==> config.mk <==
export PLATFORM = sky130hd
export DESIGN_NAME = bcd_down_counter
export DESIGN_NICKNAME = d
export VERILOG_FILES = /design/src/rtl/bcd_down_counter.sv
export SDC_FILE = /design/constraint.sdc
export NUM_CORES = 1
export LEC_CHECK = 0
export CAP_MARGIN = 20
export CORE_MARGIN = 2
export CORE_UTILIZATION = 46
export DETAILED_ROUTE_END_ITERATION = 12
export GPL_TIMING_DRIVEN = 1
export PLACE_DENSITY = 0.82
export SYNTH_ARGS = -nofsm -noshare
export SYNTH_HDL_FRONTEND = slang
export SYNTH_SLANG_ARGS = --single-unit
==> constraint.sdc <==
create_clock -name clk -period 3 [get_ports clk]
set_input_delay 0.45 -clock clk [delete_from_list [all_inputs] [get_ports clk]]
set_output_delay 0.45 -clock clk [all_outputs]
set_load 0.03 [all_outputs]
==> src/rtl/bcd_down_counter.sv <==
// Multi-digit BCD down-counter with sanitised preset load, cascade borrow and done pulse.
// Optional BCD_DOWN_AUTORELOAD_EN: wrap at zero reloads load_val instead of all 9s.
module bcd_down_counter #(
  parameter int DIGITS = 2
) (
  input  logic                  clk,
  input  logic                  reset,
  input  logic                  load,
  input  logic [4*DIGITS-1:0]   load_val,
  input  logic                  en,
  output logic [4*DIGITS-1:0]   count,
  output logic                  zero,
  output logic                  borrow,
  output logic                  done
);

  localparam int W = 4 * DIGITS;
  localparam logic [W-1:0] ONE = W'(1);
  localparam logic [W-1:0] ALL_NINES = {DIGITS{4'd9}};

  logic [W-1:0] load_clean;
  logic [W-1:0] count_dec;
  logic [W-1:0] count_next;
  logic         done_next;
  logic         chain;

  // Any preset digit A-F is clamped to 9 so count stays valid BCD.
  always_comb begin
    load_clean = load_val;
    for (int i = 0; i < DIGITS; i++) begin
      if (load_val[4*i +: 4] > 4'd9) begin
        load_clean[4*i +: 4] = 4'd9;
      end
    end
  end

  always_comb begin
    count_dec = count;
    chain     = 1'b1;
    for (int i = 0; i < DIGITS; i++) begin
      if (chain) begin
        if (count[4*i +: 4] == 4'd0) begin
          count_dec[4*i +: 4] = 4'd9;
        end else begin
          count_dec[4*i +: 4] = count[4*i +: 4] - 4'd1;
        end
      end
      chain = chain & (count[4*i +: 4] == 4'd0);
    end
  end

  assign zero   = (count == '0);
  assign borrow = en & ~load & zero;

  // Priority load > en > hold; done only marks a 1 -> 0 decrement.
  always_comb begin
    count_next = count;
    done_next  = 1'b0;
    if (load) begin
      count_next = load_clean;
    end else if (en) begin
      if (zero) begin
`ifdef BCD_DOWN_AUTORELOAD_EN
        count_next = load_clean;
`else
        count_next = ALL_NINES;
`endif
      end else begin
        count_next = count_dec;
        done_next  = (count == ONE);
      end
    end
  end

  always_ff @(posedge clk or posedge reset) begin
    if (reset) begin
      count <= '0;
      done  <= 1'b0;
    end else begin
      count <= count_next;
      done  <= done_next;
    end
  end

endmodule

## Word-level counts from Yosys, hierarchy flattened

Index checks and enable logic that the tools add are counted.
Widths: inputs -> output; s select.

| cells by class | value |
|---|---|
| reductions and logical operators | 6 |
| mux-type cells | 11 |
| bitwise gates (word level) | 3 |
| equal/unequal tests | 1 |
| $lt $le $gt $ge | 2 |
| add/sub/neg operators | 2 |

Operators with widths:

| kind | number |
|---|---|
| $mux 8 | 3 |
| $mux 4 | 5 |
| $eq 8x1->1 const B | 1 |
| $gt 4x4->1 const B | 2 |
| $logic_not 4->1 | 2 |
| $logic_not 8->1 | 1 |
| $sub 4x1->4 const B | 2 |
| $mux 1 | 3 |
| $reduce_bool 3->1 | 1 |
| $and 1x1->1 | 2 |
| $reduce_and 2->1 | 1 |
| $reduce_bool 2->1 | 1 |
| $not 1->1 | 1 |

| word-level totals | value |
|---|---|
| input bits | 12 |
| register bits | 9 |
| output and inout port bits | 11 |

## Logic depth before layout (Yosys ltp)

Gate-level depths: netlist of the first run.

| logic depth | value |
|---|---|
| depth after elaboration | 6 |
| depth in mapped cells | 5 |
| depth with buffers taken out | 5 |

## Worst setup path after synthesis of the first run

Ideal clock, no wire load.

| path | value |
|---|---|
| path type | reg-to-output |
| from | register count[1] |
| to | output zero |
| buffers on the path | 0 |
| cell stages (with the launch flop) | 5 |
| arrival | 1907 ps |
| required time | 2550 ps |
| path slack | 643 ps |
| cells stage by stage | dfrtp_1 inv_1 ha_1 or3b_4 nor3_1 |

| between the ends | value |
|---|---|
| cells in the longest elaborated chain, start to end | 1 |

RTL lines:

| element | RTL line | text |
|---|---|---|
| start: declaration | 11 | `output logic [4*DIGITS-1:0] count,` |
| start signal: assignment | 80 | `count <= count_next;` |
| $logic_not 8->1 | 52 | `assign zero = (count == '0);` |
| end: declaration | 12 | `output logic zero,` |

No other way between the ends.

## Final worst setup path of the first run

| path | value |
|---|---|
| from | register count[0] |
| to | output zero |

Same word-level chain as after synthesis.

==> results of run 1 <==
-- state kept, by name, summed over array words and instances (netlist names) --
signal	count
count	8
done	1
-- placed cells by master, fill, tap and decap left out, types with 2 or more instances in the layout --
cell	instances
o21ai_0	3
clkdlybuf4s50_1	22
inv_1	6
o2bb2ai_1	3
nor2b_1	5
a31oi_1	3
a21oi_1	2
nor2_1	6
dfrtp_1	9
nor3_1	3
nand2_1	3
clkbuf_4	3
a2bb2oi_1	2
ha_1	4
nand2b_1	2
-- power by group through the flow --
stage | Clock [mW] | Combinational, mW | Sequential (mW)
after global placement | 0 | 0.173 | 0.159
final | 0.0981 | 0.179 | 0.158
after CTS | 0.101 | 0.178 | 0.158
after global routing | 0.106 | 0.192 | 0.161
after floorplan | 0 | 0.0766 | 0.189
after detailed placement | 0 | 0.177 | 0.160
-- worst max-delay path: stages (launching register included) --
cell	delay, ns
dfrtp_1	0.43
inv_1	0.10
ha_1	0.25
or3b_4	0.44
nor3_1	0.17
clkdlybuf4s50_1	0.70
-- worst paths after layout --
kind	cells past startpoint	to	from
worst max-delay path	5	zero	count[0]$_DFFE_PP0P_
max in group asynchronous	2	count[4]$_DFFE_PP0P_	reset
worst min-delay path	2	done$_DFF_PP0_	reset
worst min register to register	1	done$_DFF_PP0_	count[2]$_DFFE_PP0P_
min in group clk	1	done$_DFF_PP0_	count[2]$_DFFE_PP0P_
worst max register to register	5	count[0]$_DFFE_PP0P_	count[0]$_DFFE_PP0P_
-- cells by family (layout without fill, tap and decap cells) --
logic type      Yosys count  count (layout)  share of synthesized area
compound gates           21              21                     0.2426
fa+ha+maj                 4               4                    0.07953
buf+inv                   8              33                    0.04772
flops                     9               9                     0.3579
simple gates             28              28                     0.2724
-- synth_stat cells --
library cell and instances:
nor2_1 6, o31ai_2 1, or3b_4 1, a32oi_1 1, and4_1 1, dfrtp_1 9
nand2b_1 2, o21ai_0 3, a31oi_1 3, or2_2 1, a21oi_1 2, o211ai_1 1
and4bb_2 1, inv_1 6, nand2_1 3, a21boi_0 1, ha_1 4, nor3_1 3
o31ai_1 1, o21a_1 1, o22ai_1 1, a2bb2oi_1 2, clkbuf_1 2, nor2b_1 5
and3_4 1, nand4b_1 1, nor3b_1 1, nor4_1 1, o2bb2ai_1 3, or3_1 1
o21bai_1 1
-- metal layers --
metal,up-vias,track usage,part of all wire,wire length [um]
li1,308,-,-,-
met5,-,0,0,0
met2,25,0.2930,0.47,703
met3,2,0.04891,0.065,97
met4,0,0.07500,0.0053,8
met1,298,0.2852,0.46,692
-- through the flow --
step	cell area, um2	power [mW]	setup WS [ns]	instances
floorplan	629.4	0.2661	0.6429	70
global placement	868.3	0.3320	0.5274	106
detailed placement	868.3	0.3366	0.4776	106
CTS	895.9	0.4364	0.1787	110
global route	895.9	0.4595	0.07471	110
finish	895.9	0.4347	0.1783	110
-- cell type report --
type	instances	area, um2
fillers	112	389.1
clock inverters	1	5.005
well taps	15	18.77
flip-flops and latches	9	225.2
inverters	6	22.52
multi-input cells	53	374.1
clock buffers	3	22.52
repair buffers	23	227.7
==> out/metrics.yaml, run 1 <==
status:
  outcome: "finished, final reports clean"
finish:
  diodes: 0
  final_core_util: 0.6972
  drive_above_1_share: 0.1053
  num-nets-final: 112
  area_growth_syn_to_layout_pct: 42.35
routing:
  drtIter0Drc: 12
  drtPass1Iterations: 4
  antenna_left: 0
  drc: 0
  vias_per_cell: 5.755
  vias: 633
  wirelength_um: 1501
  routedWlPerCell_um: 13.65
synth:
  yosys.area.top_type: "dfrtp_1"
  synthDistinctLibCells: 31
  synthesis.area_per_instance_um2: 8.991
  synth_top_area_frac: 0.3579
  syn_inst: 70
  ys_ff_latch: 9
  ys_seq_area_frac: 0.3579
  synth_area_leaders: "dfrtp_1 (36%), ha_1 (8.0%), nor2b_1 (5.0%)"
  synth_nets: 86
  syn-cell-area_um2: 629.4
  ys_warn_count: 0
timing:
  tightest_slew_ns: 0.3592
  worst_clock_skew_ns: 0.006938
  setup_viol: 0
  fmax_mhz: 354.4
  period_minus_slack_ns: 2.822
  finalSetupTns_ns: 0
  report.final.slew_viol_count: 0
  finalHoldViolCount: 0
  max-slew-margin-rel: 0.7602
  rsz0062_at_grt: "no"
  holdWs_ns: 0.4464
  fin_crit_sh: 0.9406
cts:
  clk_latency_ns: 0.27
  clockRootBuffer: "clkbuf_4"
  clockBufferDepth: 2
  clkSinkCount: 9
  cts_tree: "built"
  post-cts-setup-buffers: 0
  ctsResizeCount: 0
  hold_buffers: 0
  htreeDepth: 1
  cts_buffers: 3
  clk_pin_slew_worst_paths_ns: 0.07
placement:
  dp_hpwl_um: 1138
  port-buffer-count: 22
  routabilityCongestion: 0.6962
floorplanning:
  initial_utilization: 0.4898
  boundaryPins: 23
  core_um2: 1285
  die_h_um: 40.99
  rows: 13
  fp.dieW_um: 40.99
  die-area_um2: 1680
setup_path:
  cp_max_fo: 6
  cp-end-kind: "primary output"
  critPathKind: "flop to primary output"
  arrival_ns: 2.37
  cp-start-kind: "flop"
  cp.required_ns: 2.55
  reg2reg_slack_ns: 1.29
global_routing:
  grt_first_pass_wirelength_um: 2173
  first_global_vias: 499
  grt.total_usage: 0.2025
  grt_max_degree: 18
  antenna_found_initial: 0
  gr-total-overflow: 0
power:
  p_seq_frac: 0.364
  netSwitchingFraction: 0.3788
  comb_power_share: 0.411
  peakVddDrop_mv: 0.2425
  clockPowerShare: 0.226
  intPower_uw: 270.0
  p_per_area_nw_per_um2: 485.2
  switching_power_uw: 164.6
  power_leakage_nw: 0.3647
worst_hold_path:
  min_path_type: "input pin to async pin"
flow_run:
  maxCapViolations: 0
No activity file was read; power rests on OpenSTA's default activity.
==> run 2, diff against run 1 <==
Settings changed: SLEW_MARGIN from default to 10.
==> results of run 2 <==
The final DEF is identical to that of run 1; final timing and power are the same.
==> run 3, diff against run 2 <==
Settings changed: RECOVER_POWER from default to 25.
==> out/metrics.yaml, run 3 (synthesized netlist as in run 1, its figures left out) <==
floorplanning:
  core_um2: 1285  # unchanged
  initial_utilization: 0.4898  # unchanged
  die-area_um2: 1680  # unchanged
  die_h_um: 40.99  # unchanged
  fp.dieW_um: 40.99  # unchanged
  boundaryPins: 23  # unchanged
  rows: 13  # unchanged
power:
  power_leakage_nw: 0.3649  # was 0.3647 nW
  p_per_area_nw_per_um2: 484.9  # was 485.2 nW/um2
  peakVddDrop_mv: 0.2425  # unchanged
global_routing:
  gr-total-overflow: 0  # unchanged
  antenna_found_initial: 0  # unchanged
  grt_first_pass_wirelength_um: 2173  # unchanged
  grt_max_degree: 18  # unchanged
  grt.total_usage: 0.2025  # unchanged
  first_global_vias: 499  # unchanged
flow_run:
  maxCapViolations: 0  # unchanged
cts:
  cts_tree: "built"  # unchanged
  post-cts-setup-buffers: 0  # unchanged
  hold_buffers: 0  # unchanged
  clk_latency_ns: 0.27  # about the same
  cts_buffers: 3  # unchanged
  clockBufferDepth: 2  # unchanged
  ctsResizeCount: 0  # unchanged
  clockRootBuffer: "clkbuf_4"  # unchanged
  clk_pin_slew_worst_paths_ns: 0.07  # about the same
  htreeDepth: 1  # unchanged
  clkSinkCount: 9  # unchanged
routing:
  antenna_left: 0  # unchanged
  routedWlPerCell_um: 13.64  # was 13.65 um
  wirelength_um: 1500  # was 1501 um
  drc: 0  # unchanged
  drtPass1Iterations: 4  # unchanged
  vias_per_cell: 5.755  # unchanged
  vias: 633  # unchanged
  drtIter0Drc: 12  # unchanged
finish:
  diodes: 0  # unchanged
  layout.cells.most_common: "clkdlybuf4s50_1"  # unchanged
  largest_reg_flops: 8  # unchanged
  area_growth_syn_to_layout_pct: 42.35  # unchanged
  nFillCells: 112  # unchanged
  num-nets-final: 112  # unchanged
  reg_top3: "count x8, done x1"  # unchanged
  final_cell_mix: "clkdlybuf4s50_1 (21), dfrtp_1 (9), nor2_1 (6), inv_1 (6), nor2b_1 (5)"  # was clkdlybuf4s50_1 (22), dfrtp_1 (9), nor2_1 (6), inv_1 (6), nor2b_1 (5)
  drive_above_1_share: 0.1053  # unchanged
  final_core_util: 0.6972  # unchanged
  regMostFlops: "count"  # unchanged
setup_path:
  cp-end-kind: "primary output"  # unchanged
  r2r_cells: 5  # unchanged
  arrival_ns: 2.37  # about the same
  worstSetupEndpoint: "zero"  # unchanged
  critPathKind: "flop to primary output"  # unchanged
  crit_slowest_cell: "clkdlybuf4s50_1"  # unchanged
  critical-path-top-delay-family: "buffers and inverters"  # unchanged
  max_stage_delay_ns: 0.70  # about the same
  r2r-end: "count[0]$_DFFE_PP0P_"  # unchanged
  cp-start-kind: "flop"  # unchanged
  cp_max_fo: 6  # unchanged
  timing.critical_path.buf_inv: 2  # unchanged
  reg2reg_slack_ns: 1.29  # about the same
  cp.required_ns: 2.55  # about the same
  r2r-start: "count[0]$_DFFE_PP0P_"  # unchanged
  cp_cell_sequence: "inv_1, ha_1, or3b_4, nor3_1, clkdlybuf4s50_1"  # unchanged
  startpoint: "count[0]$_DFFE_PP0P_"  # unchanged
  cp.depth: 5  # unchanged
timing:
  fin_crit_sh: 0.9406  # unchanged
  setup_ws_ns: 0.1783  # unchanged
  fmax_mhz: 354.4  # unchanged
  max-slew-margin-rel: 0.7592  # was 0.7602
  worst_clock_skew_ns: 0.006938  # unchanged
  setup_viol: 0  # unchanged
  report.final.slew_viol_count: 0  # unchanged
  finalSetupTns_ns: 0  # unchanged
  finalHoldViolCount: 0  # unchanged
  period_minus_slack_ns: 2.822  # unchanged
  rsz0062_at_grt: "no"  # unchanged
  tightest_slew_ns: 0.3607  # was 0.3592 ns
placement:
  routabilityCongestion: 0.6962  # unchanged
  dp_worst_setup_slack_ns: 0.4776  # unchanged
  port-buffer-count: 22  # unchanged
  dp_hpwl_um: 1138  # unchanged
worst_hold_path:
  min_path_type: "flop to flop"  # was input pin to async pin
status:
  outcome: "finished, final reports clean"  # unchanged
-- run 3: cell count changes in the layout (fill, tap and decap cells not counted) --
cell,previous run,this run
clkdlybuf4s50_1,22,21
dlygate4sd3_1,0,1
-- run 3: layout make-up --
| cell class | instances | area, um2 | area share |
|---|---|---|---|
| tap | 15 | 18.77 | 0.02095 |
| sequential | 9 | 225.2 | 0.2514 |
| multi-input combinational | 53 | 374.1 | 0.4176 |
| inverter | 6 | 22.52 | 0.02514 |
| clock inverter | 1 | 5.005 | 0.005587 |
| timing repair buffer | 23 | 227.7 | 0.2542 |
| clock buffer | 3 | 22.52 | 0.02514 |
-- run 3: how the worst min path moves through the flow --
stage                               from  slack (ns)                   end  depth (start not counted)
floorplan                          reset        0.28  count[0]$_DFFE_PP0P_                          1
global placement    count[2]$_DFFE_PP0P_        0.51        done$_DFF_PP0_                          1
detailed placement  count[2]$_DFFE_PP0P_        0.53        done$_DFF_PP0_                          1
CTS                                reset        0.47        done$_DFF_PP0_                          2
global route        count[2]$_DFFE_PP0P_        0.57        done$_DFF_PP0_                          1
finish              count[2]$_DFFE_PP0P_        0.54        done$_DFF_PP0_                          1
-- run 3: power by group --
| group | internal [mW] | total, mW | switching (mW) |
|---|---|---|---|
| Sequential | 0.138 | 0.158 | 0.0204 |
| Clock | 0.0493 | 0.0981 | 0.0488 |
| Combinational | 0.0829 | 0.178 | 0.0954 |
-- run 3: metal layers --
metal,global-route usage,up-vias,wire (um)
met1,0.2852,298,692
met2,0.2930,25,702
met4,0.07500,0,8
met5,0,-,0
li1,-,308,-
met3,0.04891,2,97
-- run 3: metrics by stage --
stage                     instances  total power, mW  cell area, um2  hold WS, ns
after detailed placement        106           0.3366           868.3       0.5261
after floorplan                  70           0.2661           629.4       0.2779
final                           110           0.4344           895.9       0.5403
after global placement          106           0.3320           868.3       0.5067
after CTS                       110           0.4364           895.9       0.4675
after global routing            110           0.4592           895.9       0.5673
